$ cat src/rtl/pipeline_pkg.sv
// pipeline_pkg: shared pipeline encodings for the mul/div unit and its decoder.
package pipeline_pkg;
    localparam logic [1:0] MD_OP_MULT  = 2'b00;
    localparam logic [1:0] MD_OP_MULTU = 2'b01;
    localparam logic [1:0] MD_OP_DIV   = 2'b10;
    localparam logic [1:0] MD_OP_DIVU  = 2'b11;
    localparam logic [5:0] FUNCT_MFHI  = 6'h10;
    localparam logic [5:0] FUNCT_MTHI  = 6'h11;
    localparam logic [5:0] FUNCT_MFLO  = 6'h12;
    localparam logic [5:0] FUNCT_MTLO  = 6'h13;
    localparam logic [5:0] FUNCT_MULT  = 6'h18;
    localparam logic [5:0] FUNCT_MULTU = 6'h19;
    localparam logic [5:0] FUNCT_DIV   = 6'h1A;
    localparam logic [5:0] FUNCT_DIVU  = 6'h1B;
    typedef enum logic [1:0] {MD_IDLE, MD_CALC, MD_FIX, MD_ZDIV} md_state_e;
    function automatic logic md_is_div(input logic [1:0] op);
        return op[1];
    endfunction
endpackage

$ cat src/rtl/md_iter_core.sv
// md_iter_core: one shift-add or restoring-subtract step per cycle on a shared 33-bit adder.
module md_iter_core #(
    parameter int WIDTH = 32
) (
    input  logic               clk,
    input  logic               reset,
    input  logic               iLoad,
    input  logic               iStep,
    input  logic               iDiv,
    input  logic [WIDTH-1:0]   iMagA,
    input  logic [WIDTH-1:0]   iMagB,
    output logic [2*WIDTH-1:0] oAcc
);
    logic [2*WIDTH-1:0] acc_q, acc_d;
    logic [WIDTH-1:0]   opnd_q, opnd_d;
    logic               div_q, div_d;
    logic [WIDTH:0]     x, y, sum;
    logic               ge;
    // divide keeps {remainder, dividend/quotient}; multiply keeps {partial, multiplier}
    always_comb begin
        x      = div_q ? acc_q[2*WIDTH-1:WIDTH-1] : {1'b0, acc_q[2*WIDTH-1:WIDTH]};
        y      = div_q ? ~{1'b0, opnd_q} : ({1'b0, opnd_q} & {(WIDTH+1){acc_q[0]}});
        sum    = x + y + {{WIDTH{1'b0}}, div_q};
        ge     = x[WIDTH] | ~sum[WIDTH];
        acc_d  = acc_q;
        opnd_d = opnd_q;
        div_d  = div_q;
        if (iLoad) begin
            acc_d  = {{WIDTH{1'b0}}, iDiv ? iMagA : iMagB};
            opnd_d = iDiv ? iMagB : iMagA;
            div_d  = iDiv;
        end else if (iStep) begin
            acc_d = div_q ? {ge ? sum[WIDTH-1:0] : x[WIDTH-1:0], acc_q[WIDTH-2:0], ge}
                          : {sum, acc_q[WIDTH-1:1]};
        end
    end
    always_ff @(posedge clk or negedge reset) begin
        if (!reset) begin
            acc_q  <= '0;
            opnd_q <= '0;
            div_q  <= 1'b0;
        end else begin
            acc_q  <= acc_d;
            opnd_q <= opnd_d;
            div_q  <= div_d;
        end
    end
    assign oAcc = acc_q;
endmodule

$ cat src/rtl/ex_muldiv_unit.sv
// ex_muldiv_unit: iterative MULT/MULTU/DIV/DIVU unit owning HI/LO, with MTHI/MTLO and flush.
module ex_muldiv_unit
    import pipeline_pkg::*;
#(
    parameter int               WIDTH      = 32,
    parameter logic [WIDTH-1:0] HILO_RESET = '0
) (
    input  logic             clk,
    input  logic             reset,
    input  logic             iStart,
    input  logic [1:0]       iOp,
    input  logic [WIDTH-1:0] iOperandA,
    input  logic [WIDTH-1:0] iOperandB,
    input  logic             iHiWrite,
    input  logic             iLoWrite,
    input  logic [WIDTH-1:0] iWriteData,
    input  logic             iFlush,
    output logic             oBusy,
    output logic             oDone,
    output logic [WIDTH-1:0] oHi,
    output logic [WIDTH-1:0] oLo
);
    localparam int CW = $clog2(WIDTH);
    md_state_e          state_q, state_d;
    logic [CW-1:0]      cnt_q, cnt_d;
    logic [1:0]         op_q, op_d;
    logic               neg_q, neg_d, sgna_q, sgna_d;
    logic [WIDTH-1:0]   a_q, a_d, hi_q, hi_d, lo_q, lo_d;
    logic               busy_q, busy_d, done_q, done_d;
    logic               start, step, fix, zdiv, mt, sa, sb;
    logic [WIDTH-1:0]   mag_a, mag_b, quo, rem;
    logic [2*WIDTH-1:0] acc, prod;

    md_iter_core #(.WIDTH(WIDTH)) u_core (
        .clk   (clk),
        .reset (reset),
        .iLoad (start),
        .iStep (step),
        .iDiv  (md_is_div(iOp)),
        .iMagA (mag_a),
        .iMagB (mag_b),
        .oAcc  (acc)
    );

    always_ff @(posedge clk or negedge reset) begin
        if (!reset) state_q <= MD_IDLE;
        else        state_q <= state_d;
    end

    // a flush beats everything, including a same-cycle start in IDLE
    always_comb begin
        state_d = state_q;
        if (iFlush) state_d = MD_IDLE;
        else case (state_q)
            MD_IDLE: if (iStart) state_d = (md_is_div(iOp) && iOperandB == '0) ? MD_ZDIV : MD_CALC;
            MD_CALC: if (cnt_q == CW'(WIDTH-1)) state_d = MD_FIX;
            default: state_d = MD_IDLE;
        endcase
    end

    always_comb begin
        sa     = ~iOp[0] & iOperandA[WIDTH-1];
        sb     = ~iOp[0] & iOperandB[WIDTH-1];
        mag_a  = sa ? -iOperandA : iOperandA;
        mag_b  = sb ? -iOperandB : iOperandB;
        start  = state_q == MD_IDLE && iStart && !iFlush;
        step   = state_q == MD_CALC && !iFlush;
        fix    = state_q == MD_FIX && !iFlush;
        zdiv   = state_q == MD_ZDIV && !iFlush;
        mt     = state_q == MD_IDLE && !iStart;
        cnt_d  = start ? '0 : step ? cnt_q + 1'b1 : cnt_q;
        op_d   = start ? iOp : op_q;
        neg_d  = start ? sa ^ sb : neg_q;
        sgna_d = start ? sa : sgna_q;
        a_d    = start ? iOperandA : a_q;
        prod   = neg_q ? -acc : acc;
        quo    = neg_q ? -acc[WIDTH-1:0] : acc[WIDTH-1:0];
        rem    = sgna_q ? -acc[2*WIDTH-1:WIDTH] : acc[2*WIDTH-1:WIDTH];
        hi_d   = fix ? (md_is_div(op_q) ? rem : prod[2*WIDTH-1:WIDTH])
               : zdiv ? a_q : (mt && iHiWrite) ? iWriteData : hi_q;
        lo_d   = fix ? (md_is_div(op_q) ? quo : prod[WIDTH-1:0])
               : zdiv ? '1 : (mt && iLoWrite) ? iWriteData : lo_q;
        busy_d = state_d != MD_IDLE;
        done_d = fix | zdiv;
    end

    always_ff @(posedge clk or negedge reset) begin
        if (!reset) begin
            cnt_q  <= '0;
            op_q   <= MD_OP_MULT;
            neg_q  <= 1'b0;
            sgna_q <= 1'b0;
            a_q    <= '0;
            hi_q   <= HILO_RESET;
            lo_q   <= HILO_RESET;
            busy_q <= 1'b0;
            done_q <= 1'b0;
        end else begin
            cnt_q  <= cnt_d;
            op_q   <= op_d;
            neg_q  <= neg_d;
            sgna_q <= sgna_d;
            a_q    <= a_d;
            hi_q   <= hi_d;
            lo_q   <= lo_d;
            busy_q <= busy_d;
            done_q <= done_d;
        end
    end

    assign oBusy = busy_q;
    assign oDone = done_q;
    assign oHi   = hi_q;
    assign oLo   = lo_q;
endmodule

$ cat config.mk
export PLATFORM = sky130hd
export DESIGN_NAME = ex_muldiv_unit
export DESIGN_NICKNAME = d
export VERILOG_FILES = /design/src/rtl/pipeline_pkg.sv /design/src/rtl/md_iter_core.sv /design/src/rtl/ex_muldiv_unit.sv
export SDC_FILE = /design/constraint.sdc
export NUM_CORES = 1
export LEC_CHECK = 0
export ABC_AREA = 1
export CORE_MARGIN = 2
export CORE_UTILIZATION = 45
export CTS_CLUSTER_SIZE = 10
export DETAILED_ROUTE_END_ITERATION = 8
export GPL_ROUTABILITY_DRIVEN = 1
export HOLD_SLACK_MARGIN = 0.15
export MAX_ROUTING_LAYER = met4
export PLACE_DENSITY = 0.65
export RECOVER_POWER = 25
export SYNTH_ARGS = -nofsm -noshare
export SYNTH_HDL_FRONTEND = slang
export SYNTH_SLANG_ARGS = --single-unit
$ cat constraint.sdc
create_clock -name clk -period 8.61 [get_ports clk]
set_input_delay 2.1525 -clock clk [delete_from_list [all_inputs] [get_ports clk]]
set_output_delay 2.1525 -clock clk [all_outputs]
set_load 0.03 [all_outputs]
# After elaboration in Yosys (flattened, before gate mapping)
# Cells that the tools add are included.
[totals]
out_inout_bits = 66
in_bits = 104
reg_bits = 206
[classes]
n_eq_ne = 4
bitwise_logic = 9
reduce_logical = 17
add_sub_neg = 8
mux = 28
[op_table]
columns = ["cell", "count"]
rows = [
  ["$mux 32", 15],
  ["$mux 64", 4],
  ["$neg 32->32", 4],
  ["$mux 33", 2],
  ["$neg 64->64", 1],
  ["$add 33x1->33", 1],
  ["$add 33x33->33", 1],
  ["$and 32x33->33", 1],
  ["$not 32->33", 1],
  ["$logic_not 32->1", 1],
  ["$mux 5", 2],
  ["$logic_and 1x1->1", 9],
  ["$mux 2", 4],
  ["$reduce_bool 3->1", 2],
  ["$add 5x1->5 const B", 1],
  ["$eq 5x5->1 const B", 1],
  ["$eq 2x2->1 const B", 2],
  ["$pmux 2 s2", 1],
  ["$reduce_bool 2->1", 2],
  ["$and 1x1->1", 2],
  ["$eq 2x1->1 const B", 1],
  ["$logic_not 1->1", 2],
  ["$logic_not 2->1", 1],
  ["$not 1->1", 2],
  ["other kinds (2)", 3],
]

# Depth between registers and ports, before layout
[logic_depth]
depth_word = 10
ltp_mapped = 26
depth_no_buf = 22

# By module
# Synthesis repeated with hierarchy kept, for this count alone.
[hier_totals]
cells_unflattened = 3007
area_unflattened_um2 = 18202.5
[by_module_without_submodules]
columns = ["module", "seq_area_each_um2", "cells_each", "area_each_um2", "n_inst"]
rows = [
  ["ex_muldiv_unit", 2702.6, 1477, 9136.3, 1],
  ["md_iter_core", 2427.3, 1530, 9066.2, 1],
]

# Least setup slack after synthesis
# No wires, ideal clock.
[synth_path]
path_type = "input -> register"
startpoint = "in iOperandA[0]"
endpoint = "reg u_core.acc_q[20], in the netlist u_core.oAcc[20]"
stages = 11
t_arrival_ps = 3422
setup_ps = 113
path_slack_ps = 5075
path_cell_list = "inv_1 > ha_1 > nand4_1 > nor2_2 > nand3_1 > o21ai_1 > nand2_1 > nand3_1 > nand3_1 > nand2_1 > inv_1"
[synth_via]
elab_chain_cells = 4
[synth_lines]
columns = ["element", "line", "rtl"]
rows = [
  ["start, declared", "ex_muldiv_unit.sv:12", "input logic [WIDTH-1:0] iOperandA,"],
  ["$neg 32->32", "ex_muldiv_unit.sv:64", "mag_a = sa ? -iOperandA : iOperandA;"],
  ["$mux 32", "ex_muldiv_unit.sv:64", ""],
  ["$mux 32", "md_iter_core.sv:29", "acc_d = {{WIDTH{1'b0}}, iDiv ? iMagA : iMagB};"],
  ["$mux 64", "md_iter_core.sv:28", "if (iLoad) begin"],
  ["end signal, assigned", "md_iter_core.sv:39", "acc_q <= '0;"],
  ["end signal, assigned", "md_iter_core.sv:43", "acc_q <= acc_d;"],
  ["end, declared", "md_iter_core.sv:14", "logic [2*WIDTH-1:0] acc_q, acc_d;"],
]
# Every way passes these cells.
# A chain may end at the register's enable or synchronous reset.

==> run summary <==
Multi-input gate area: 10600 µm²
Largest net degree at the start of global routing: 81
Area Growth Syn to Fin: 15.9%
Port Buffer Count: 169
Pwr per Cell Area: 325 nW/µm²
CP Capture Type: asynchronous set/reset pin
Final HPWL DP: 62100 µm
Min Hold Slack: 496 ps
Antenna Nets Post-Route: 0
Worst EP required: 9030 ps
Post-Syn Nets: 3007
Fin area: 20100 µm²
Worst-path clk slew: 60 ps
Synth warn: 0
Cts hold-fix bufs: 0
Sum of buffers and inverters on the critical path: 2
Fin Setup TNS: 0 ps
DR vias/cell: 5.87
Clk buf depth: 3
Leading area contributor after synthesis: dfrtp_1
Slew @ Worst Pin: 4580 ps
DRC Markers: 0
Rows: 71
Dominant cells by area after synthesis: dfrtp_1, nand2_1, nand3_1
Buffer count from post-CTS setup fixing: 0
Global route total overflow: 0
Total wire length: 78600 µm
FFs w/ async S/R, synth: 100%
Total CTS buffers: 26
Violated checks: max-capacitance violations, max-slew violations
Resized Gates After CTS: 0
WL/cell: 22.6 µm
Status: finished, violations left
Vias in the first global route: 19000
Crit Path Class: in -> async
Fmax: 163 MHz
Most used DFF post-synth: dfrtp_1
Final hold violation count: 0
Register area share after synthesis: 29.4%
Post-synthesis cell count: 2863
Worst Setup Slack, final: 2470 ps
Biggest cell delay along the critical path: 3120 ps
Pre-CTS setup slack: 2790 ps
Area occupied by registers: 5110 µm²
Yosys cell types: 51
Share of cells above drive strength 1: 3.84%
HP Class: reg -> reg
CTS root buf: clkbuf_16
RSZ-0062 raised after global routing: no
Fillers: 3965
Vias: 20400
Worst vdd ir: 0.000154 V
Post-synth EDFFs: 0
CTS tree: built
Fin util: 53.2%
Die area: 40200 µm²
Reported max-cap violation count: 1
CP delay by family, top: buffers and inverters
Die span in y: 201 µm
Starting Density: 45.9%
CP max-delay cell: clkbuf_1
1st-pass router iterations: 6
Final net count: 3104
Number of H-tree levels: 1
Clk_lat worst skew: 570 ps
Synthesized area: 17400 µm²
Slew Limit Fails: 81
Slew Limit Headroom: -205%
Synth Register Bits: 204
First-pass GRT wire length: 117000 µm
Gr usage total: 39.3%
CP Launch Type: primary input
Synth Area per Inst: 6.07 µm²
Area post-placement: 19400 µm²
Top post-synthesis cells by count: nand2_1, nand3_1, inv_1
# setup viols final: 0
Min cycle time layout: 6140 ps
Clk sink count: 204
CP cell instances: clkbuf_1, buf_4
Skew final: 26.5 ps
Yosys top cell area share: 29.4%
I/O pin count: 170
Area of the core: 37800 µm²
Most common cell in the synthesized netlist: nand2_1
Dpl cells: 3443
Crit Path Max Fanout: 80
1st-iter DRT viols: 2339
Power consumption: 6.55 mW
GP Congestion: 1.01
Die Width: 201 µm
Fin crit share: 71.3%
LEAKAGE: 9.62 nW
Critical path arrival: 6560 ps
Finished Layout Cells: 3480
Initial antenna violation count: 1
## path summary, 6_finish.rpt
kind | cells past startpoint | end | from | slack [ps]
max in group clk | 9 | oLo[13]$_DFFE_PN0P_ | iFlush | 3130
min in group asynchronous | 1 | u_core.oAcc[54]$_DFFE_PN0P_ | reset | 3240
hold reg to reg | 2 | u_core.opnd_q[1]$_DFFE_PN0P_ | u_core.opnd_q[1]$_DFFE_PN0P_ | 500
hold / removal | 2 | u_core.opnd_q[1]$_DFFE_PN0P_ | u_core.opnd_q[1]$_DFFE_PN0P_ | 500
setup reg to reg | 22 | u_core.oAcc[51]$_DFFE_PN0P_ | u_core.div_q$_DFFE_PN0P_ | 3970
setup / recovery | 2 | u_core.div_q$_DFFE_PN0P_ | reset | 2470
## cells by family (layout without fill, tap and decap cells)
kind of cell / Yosys count / after routing / share of synthesized area [%]
buffers and inverters: 432 / 537 / 9.59
other: 0 / 1 / 0
XOR/XNOR: 54 / 54 / 2.72
flip-flops: 204 / 204 / 29.4
AO/OA/AOI/OAI: 505 / 505 / 16.1
adder cells (fa/ha/maj): 40 / 40 / 2.97
AND/OR/NAND/NOR: 1628 / 1628 / 39.2
## registers in the layout (all words and copies together) (netlist names)
name / cells
u_core.oAcc: 64
a_q: 32
oHi: 32
oLo: 32
u_core.opnd_q: 32
cnt_q: 5
state_q: 2
neg_q: 1
oBusy: 1
oDone: 1
sgna_q: 1
u_core.div_q: 1
## report_power, final
group	total, mW	switching [mW]	leakage (nW)	internal (mW)
combinational	3.89	2.69	6.80	1.19
clock	1.06	0.452	0.377	0.606
sequential	1.61	0.398	2.44	1.21
total	6.55	3.54	9.62	3.01
## area by class of cell
| cell class | count | share of cell area [%] |
|---|---|---|
| inverter | 315 | 5.87 |
| tap | 511 | 3.17 |
| antenna | 1 | 0.0124 |
| multi-input combinational | 2227 | 52.8 |
| sequential | 204 | 25.4 |
| clock inverter | 4 | 0.261 |
| clock buffer | 32 | 3.55 |
| timing repair buffer | 186 | 9.00 |
## metal layers
metal / part of all wire, % / GRT usage [%]
met1: 40 / 49.2
met4: 4.8 / 15.7
met3: 8.6 / 5.97
met2: 46 / 63.9
met5: 0 / -
## placed cells by master, fill, tap and decap left out, drive strengths merged, types with 5 or more instances in the layout
cell,count
and2,5
nor3,35
clkdlybuf4s50,167
xor2,49
nand3,308
a31oi,14
a21oi,195
dfrtp,204
o21ai,219
buf,17
o21bai,5
inv,316
ha,38
nand2,914
nor2,305
or2,12
a221oi,30
o211ai,18
clkbuf,33
nand4,43
xnor2,5
(Power assumes the default switching activity.)
